<file path="src/rtl/ddr_test_pkg.sv">
// Shared definitions for the DDR write/read self-test: response codes,
// checker FSM encoding, default data width and the common test pattern.
package ddr_test_pkg;

  localparam int           DDR_DATA_W       = 128;
  localparam logic [127:0] DDR_TEST_PATTERN = 128'h00000000_00000000_12345678_87654321;
  localparam logic [1:0]   RESP_OKAY        = 2'b00;

  typedef enum logic [1:0] {
    ST_IDLE   = 2'd0,
    ST_WAIT_B = 2'd1,
    ST_WAIT_R = 2'd2,
    ST_FINISH = 2'd3
  } chk_state_e;

  // Saturating add of a small increment to an 8-bit error/beat counter.
  function automatic logic [7:0] sat_add8(input logic [7:0] a, input logic [1:0] inc);
    logic [8:0] sum;
    sum = {1'b0, a} + {7'b0000000, inc};
    if (sum[8]) begin
      sat_add8 = 8'hFF;
    end else begin
      sat_add8 = sum[7:0];
    end
  endfunction

endpackage

</file>
<file path="src/rtl/ddr_timeout_ctr.sv">
// Wait-cycle counter for the response checker: clears on demand, counts
// enabled cycles and flags expiry once the count reaches TIMEOUT_CYC-1.
module ddr_timeout_ctr
  import ddr_test_pkg::*;
#(
  parameter int              TO_W        = 24,
  parameter logic [TO_W-1:0] TIMEOUT_CYC = 24'd1000000
) (
  input  logic clk,
  input  logic rstn,
  input  logic clr,
  input  logic en,
  output logic expired
);

  localparam logic [TO_W-1:0] ONE   = {{(TO_W-1){1'b0}}, 1'b1};
  localparam logic [TO_W-1:0] LIMIT = TIMEOUT_CYC - ONE;

  logic [TO_W-1:0] cnt_r;

  // Counter holds at the limit so expiry stays visible until cleared.
  always_ff @(posedge clk) begin
    if (!rstn) begin
      cnt_r <= {TO_W{1'b0}};
    end else if (clr) begin
      cnt_r <= {TO_W{1'b0}};
    end else if (en && !expired) begin
      cnt_r <= cnt_r + ONE;
    end else begin
      cnt_r <= cnt_r;
    end
  end

  assign expired = (cnt_r == LIMIT);

endmodule

</file>
<file path="config.mk">
export PLATFORM = sky130hd
export DESIGN_NAME = ddr_timeout_ctr
export DESIGN_NICKNAME = d
export VERILOG_FILES = /design/src/rtl/ddr_test_pkg.sv /design/src/rtl/ddr_timeout_ctr.sv
export SDC_FILE = /design/constraint.sdc
export NUM_CORES = 1
export LEC_CHECK = 0
export CORE_MARGIN = 8
export CORE_UTILIZATION = 30
export CTS_CLUSTER_DIAMETER = 120
export DETAILED_ROUTE_END_ITERATION = 7
export PLACE_DENSITY = 0.52
export SYNTH_ARGS = -nofsm -noshare
export SYNTH_HDL_FRONTEND = slang
export SYNTH_SLANG_ARGS = --single-unit
</file>
<file path="constraint.sdc">
create_clock -name clk -period 3.4 [get_ports clk]
set_clock_uncertainty 0.2 [all_clocks]
set_input_delay 0.51 -clock clk [delete_from_list [all_inputs] [get_ports clk]]
set_output_delay 0.51 -clock clk [all_outputs]
set_load 0.02 [all_outputs]
</file>
==> results of run 1 <==
## metal layers
metal	vias to the layer above	part of all wire [%]
met1	478	50
met4	0	1.3
met5	-	0
li1	507	-
met2	7	46
met3	4	2.8
## cell type report
| type | instances | area (µm²) |
|---|---|---|
| flip-flops and latches | 24 | 480 |
| multi-input cells | 108 | 659 |
| repair buffers | 4 | 40.0 |
| inverters | 3 | 11.3 |
| well taps | 48 | 60.1 |
| clock buffers | 3 | 41.3 |
| fillers | 399 | 2420 |
## power by group through the flow
stage | Clock (mW) | Combinational [mW] | Sequential (mW)
CTS | 0.174 | 0.0136 | 0.283
floorplan | 0 | 0.00765 | 0.289
finish | 0.167 | 0.0134 | 0.283
detailed placement | 0 | 0.0136 | 0.289
global placement | 0 | 0.0132 | 0.289
global route | 0.186 | 0.0153 | 0.283
## synthesized netlist by cell type, drive strengths merged (2+ instances only)
library cell	number
clkbuf	2
xnor2	8
inv	3
nor4	2
nor3	5
nand2	11
and4	4
or3	9
and2	2
nor4b	2
nor2	14
o211ai	2
or4	2
a21oi	9
o21ai	11
dfxtp	24
nand4	5
nand3	9
xor2	4
## how the worst min path moves through the flow
stage,start,to,slack [ps],cells past startpoint
after floorplan,cnt_r[23],cnt_r[23],260,2
after global placement,cnt_r[23],cnt_r[23],280,2
after detailed placement,cnt_r[23],cnt_r[23],290,2
after CTS,cnt_r[23],cnt_r[23],300,2
after global routing,cnt_r[23],cnt_r[23],330,2
final,cnt_r[23],cnt_r[23],290,2
## cell families after synthesis
family                     count (synthesis)  share of synthesized area (%)
AOI/OAI and AO/OA                         24                           11.3
xor gates and xnor gates                  12                           8.92
adders and majority gates                  1                           1.06
and+or+nand+nor                           71                           34.7
DFF                                       24                           40.8
buffers and inverters                      7                           3.29
## cells in the final DEF (no fill, tap or decap), drive strengths merged
cell type      Yosys  layout
xor2               4       4
nand3              9       9
nor2              14      14
nand2b             1       1
o21ai             11      11
o211ai             2       2
or2b               1       1
nor4               2       2
ha                 1       1
xnor2              8       8
or4                2       2
or3b               1       1
inv                3       3
nand2             11      11
and2               2       2
nand4              5       5
dfxtp             24      24
clkdlybuf4s50      0       4
clkbuf             2       3
nor3b              1       1
a21oi              9       9
nor4b              2       2
o41ai              1       1
o311ai             1       1
nor3               5       5
nor2b              1       1
and4               4       4
or3                9       9
nand3b             1       1
## worst min-delay path, stage by stage (launching register included)
cell and delay (ps):
dfxtp_1 320, o311ai_1 70, o41ai_1 60
==> results_dict.tcl, run 1 <==
set metrics [dict create \
    status "finished clean" \
    p_int_mw 0.366 \
    critical_path.startpoint "cnt_r[0]" \
    final_cells 190 \
    layout_min_cycle_time_ps 2820 \
    coreArea_um2 3720 \
    numCtsBuffers 3 \
    place_ws_ps 689 \
    relSlewSlack_pct 48.1 \
    place_congestion 0.791 \
    avgRoutedWirePerCell_um 12.2 \
    syn_avg_cell_area_um2 8.48 \
    drc_errors 0 \
    ys_async_sr_fraction_pct 0 \
    cp.depth 5 \
    groute.usage.overall_pct 7.94 \
    reg.largest.list "cnt_r x24" \
    totalWireLength_um 2320 \
    die_y_um 78.7 \
    hold_path.class "register to register" \
    critPathSlowestCell "clkdlybuf4s50_1" \
    vias 996 \
    fmax_mhz 355 \
    ys_types 34 \
    grt.busiest_layer "met2" \
    total_power_mw 0.463 \
    cp.buffers_inverters 1 \
    initial_core_util_pct 31.7 \
    antenna_found_initial 0 \
    grt_max_degree 23 \
    portBuffers 4 \
    grtUsageMet2_pct 13.2 \
    p_per_area_nw_per_um2 358 \
    io_pins 5 \
    yosys_most_used_dff "dfxtp_1" \
    report.final.slew_viol_count 0 \
    worst_ep_arrival_time_ps 2110 \
    post_dp_cell_area_um2 1250 \
    syn_nets 144 \
    grt_pass1_vias 934 \
    rrSetupSlack_ps 1170 \
    grt_use_met3_pct 2.96 \
    hold_viol_final 0 \
    viasPerCell 5.24 \
    hpwl_um 1700 \
    dp_cells 187 \
    swShare_pct 21.0 \
    synth_area_leader_cell "dfxtp_1" \
    setup_tns_ps 0 \
    path_max_fanout 5 \
    nNetsFinal 149 \
    worstPathRequired_ps 2690 \
    largest_reg_flops 24 \
    top_register "cnt_r" \
    yosys_warnings 0 \
    crit_end "expired" \
    start_kind "register" \
    areaGrowthSynthToFinish_pct 9.66 \
    grt_overflow 0 \
    setup.worst_path.end_class "primary output" \
    drive_above_1_share_pct 6.34 \
    holdWs_ps 295 \
    worst_slack_ps 585 \
    drtIter0Drc 34 \
    crit_type "register to primary output" \
    crit_chain "ha_1 > nor3b_1 > nand3b_1 > nor2_1 > clkdlybuf4s50_1" \
    setup_viol 0 \
    post-cts-setup-buffers 0 \
    h-tree-depth 1 \
    r2r_start "cnt_r[0]" \
    grt_pass1_wl_um 4090 \
    dieArea_um2 6190 \
    critical_path.max_stage_delay_ps 640 \
    tritoncts "yes" \
    ys_seq_area_share_pct 40.8 \
    cts_hold_buf 0 \
    min_period_over_period_pct 82.8 \
    fin_util_pct 34.8 \
    firstDrtPassIters 4 \
    synth_edf_count 0 \
    post-synth-top-area-fraction_pct 40.8 \
    cp_top_family "buffers and inverters" \
    synth_cells 139 \
    rsz0062_at_grt "false" \
    p_sw_mw 0.0970 \
    seqPwrFrac_pct 61.1 \
    r2r-end "cnt_r[14]" \
    cap_viol_max_count 0 \
    met1_usage_pct 9.12 \
    reg2reg_depth 5 \
    syn_area_um2 1180 \
    clkPwrFrac_pct 36.0 \
    netlist_top_cells_area "dfxtp_1 (41%), xnor2_1 (5.9%), nor2_1 (4.5%)" \
    clkLatencyLatePin_ps 260 \
    diodes 0 \
    ir_worst_vdd_mv 0.170 \
    root_buffer "clkbuf_8" \
    design_area_um2 1290 \
    clockBufferDepth 2 \
    die_width_um 78.7 \
    ys_seq_elements 24 \
    clock_sinks 24 \
    placementRows 22 \
    tightest_slew_ps 778 \
    power_frac_comb_pct 2.9 \
    p_leak_nw 0.351 \
    detail-route-antenna-nets 0 \
    cts_resized 0 \
    clkSlewWorstSetupHoldPaths_ps 80 \
]
No activity file was read; power rests on OpenSTA's default activity.
==> inputs of run 2 (changes only) <==
--- a/config.mk
+++ b/config.mk
@@ -9,7 +9,7 @@
 export CORE_UTILIZATION = 30
 export CTS_CLUSTER_DIAMETER = 120
 export DETAILED_ROUTE_END_ITERATION = 7
-export PLACE_DENSITY = 0.52
+export PLACE_DENSITY = 0.54
 export SYNTH_ARGS = -nofsm -noshare
 export SYNTH_HDL_FRONTEND = slang
 export SYNTH_SLANG_ARGS = --single-unit
==> constraint.sdc (replaced) <==
create_clock -name clk -period 2.3 [get_ports clk]
set_clock_uncertainty 0.2 [all_clocks]
set_input_delay 0.345 -clock clk [delete_from_list [all_inputs] [get_ports clk]]
set_output_delay 0.345 -clock clk [all_outputs]
set_load 0.02 [all_outputs]
==> results_dict.tcl, run 2 (synthesis gave the netlist of run 1 again) <==
set metrics [dict create \
    hpwl_um 1900 \
    setup_viol 0 \
    holdWs_ps 300 \
    grt_pass1_vias 951 \
    portBuffers 4 \
    clock_sinks 24 \
    clkSlewWorstSetupHoldPaths_ps 90 \
    hold_viol_final 0 \
    detail-route-antenna-nets 0 \
    worst_ep_arrival_time_ps 1600 \
    root_buffer "clkbuf_8" \
    h-tree-depth 1 \
    tightest_slew_ps 472 \
    areaGrowthSynthToFinish_pct 24.0 \
    start_kind "register" \
    min_period_over_period_pct 93.1 \
    r2r_start "cnt_r[0]" \
    min-delay-start "cnt_r[23]" \
    drc_errors 0 \
    layout_min_cycle_time_ps 2140 \
    cap_viol_max_count 0 \
    reg.largest.list "cnt_r x24" \
    setup_tns_ps 0 \
    diodes 0 \
    crit_type "register to primary output" \
    dp_cells 204 \
    ir_worst_vdd_mv 0.394 \
    drive_above_1_share_pct 18.6 \
    clockBufferDepth 2 \
    drtIter0Drc 30 \
    tritoncts "yes" \
    die_width_um 78.7 \
    status "finished clean" \
    largest_reg_flops 24 \
    final_cell_mix "dfxtp_1 (24), buf_4 (18), nor2_1 (13)" \
    place_congestion 0.810 \
    dieArea_um2 6190 \
    totalWireLength_um 2500 \
    vias 1046 \
    fillers 393 \
    grt_max_degree 22 \
    final_common_cell "dfxtp_1" \
    grt_overflow 0 \
    relSlewSlack_pct 68.3 \
    p_per_area_nw_per_um2 550 \
    rrSetupSlack_ps 230 \
    die_y_um 78.7 \
    initial_core_util_pct 31.7 \
    nNetsFinal 167 \
    hold_path.class "register to register" \
    clkLatencyLatePin_ps 260 \
    worstPathRequired_ps 1750 \
    fmax_mhz 467 \
    coreArea_um2 3720 \
    fin_util_pct 39.3 \
    report.final.slew_viol_count 0 \
    avgRoutedWirePerCell_um 12.0 \
    final_cells 209 \
    rsz0062_at_grt "false" \
    p_leak_nw 0.458 \
    grt_pass1_wl_um 4330 \
    antenna_found_initial 0 \
    top_register "cnt_r" \
    numCtsBuffers 3 \
    critical_path.startpoint "cnt_r[0]" \
    io_pins 5 \
    firstDrtPassIters 4 \
    setup.worst_path.end_class "primary output" \
    viasPerCell 5.00 \
    groute.usage.overall_pct 8.47 \
    path_max_fanout 2 \
    placementRows 22 \
]
-- run 2: changes by cell type in the layout (fill, tap and decap cells not counted) --
cell / delta
buf_4: +18
nor2_1: -1
nor2_2: +1
clkdlybuf4s50_1: -1
clkdlybuf4s15_2: +1
bufinv_16: +1
-- run 2: layer usage --
| metal | up-vias | GRT usage [%] | wire, µm |
|---|---|---|---|
| met3 | 2 | 2.85 | 54 |
| met1 | 486 | 10.8 | 1300 |
| met5 | - | 0 | 0 |
| met2 | 8 | 13.8 | 1140 |
| li1 | 550 | - | - |
| met4 | 0 | 1.11 | 12 |
-- run 2: worst max-delay path, cell delays in order, from the launching register on --
cell and delay, ps:
dfxtp_1 350, ha_1 210, nor3b_1 210, nand3b_1 140
nor2_2 160, clkdlybuf4s15_2 270
-- run 2: layout make-up --
| cell class | count | area (µm²) | area share (%) |
|---|---|---|---|
| multi-input cells | 108 | 662 | 45.3 |
| flip-flops and latches | 24 | 480 | 32.9 |
| repair buffers | 22 | 176 | 12.1 |
| well taps | 48 | 60.1 | 4.11 |
| clock buffers | 3 | 41.3 | 2.83 |
| clock inverters | 1 | 30.0 | 2.05 |
| inverters | 3 | 11.3 | 0.771 |
-- run 2: per-stage QoR --
stage / setup slack (ps) / power (mW) / instance area (µm²)
final: 158 / 0.804 / 1460
after floorplan: 404 / 0.439 / 1180
after CTS: 43.2 / 0.814 / 1450
after detailed placement: -3.43 / 0.453 / 1380
after global routing: 23.7 / 0.833 / 1460
after global placement: 19.3 / 0.452 / 1380
-- run 2: final timing paths --
| check | end | depth (start not counted) |
|---|---|---|
| hold / removal | cnt_r[23] | 2 |
| setup reg to reg | cnt_r[14] | 7 |
| hold reg to reg | cnt_r[23] | 2 |
| setup / recovery | expired | 5 |
-- run 2: power breakdown --
group | internal [mW] | switching, mW | leakage (nW)
Sequential | 0.416 | 0.000680 | 0.193
Clock | 0.232 | 0.129 | 0.0357
Combinational | 0.0112 | 0.0143 | 0.229
Total | 0.660 | 0.144 | 0.458
-- run 2: repair_timing --
item	4_1_cts	5_1_grt
pin swaps	0	1
setup buffers	0	1
hold buffers	0	0
gates resized for setup	3	1
setup endpoints to repair	1	1
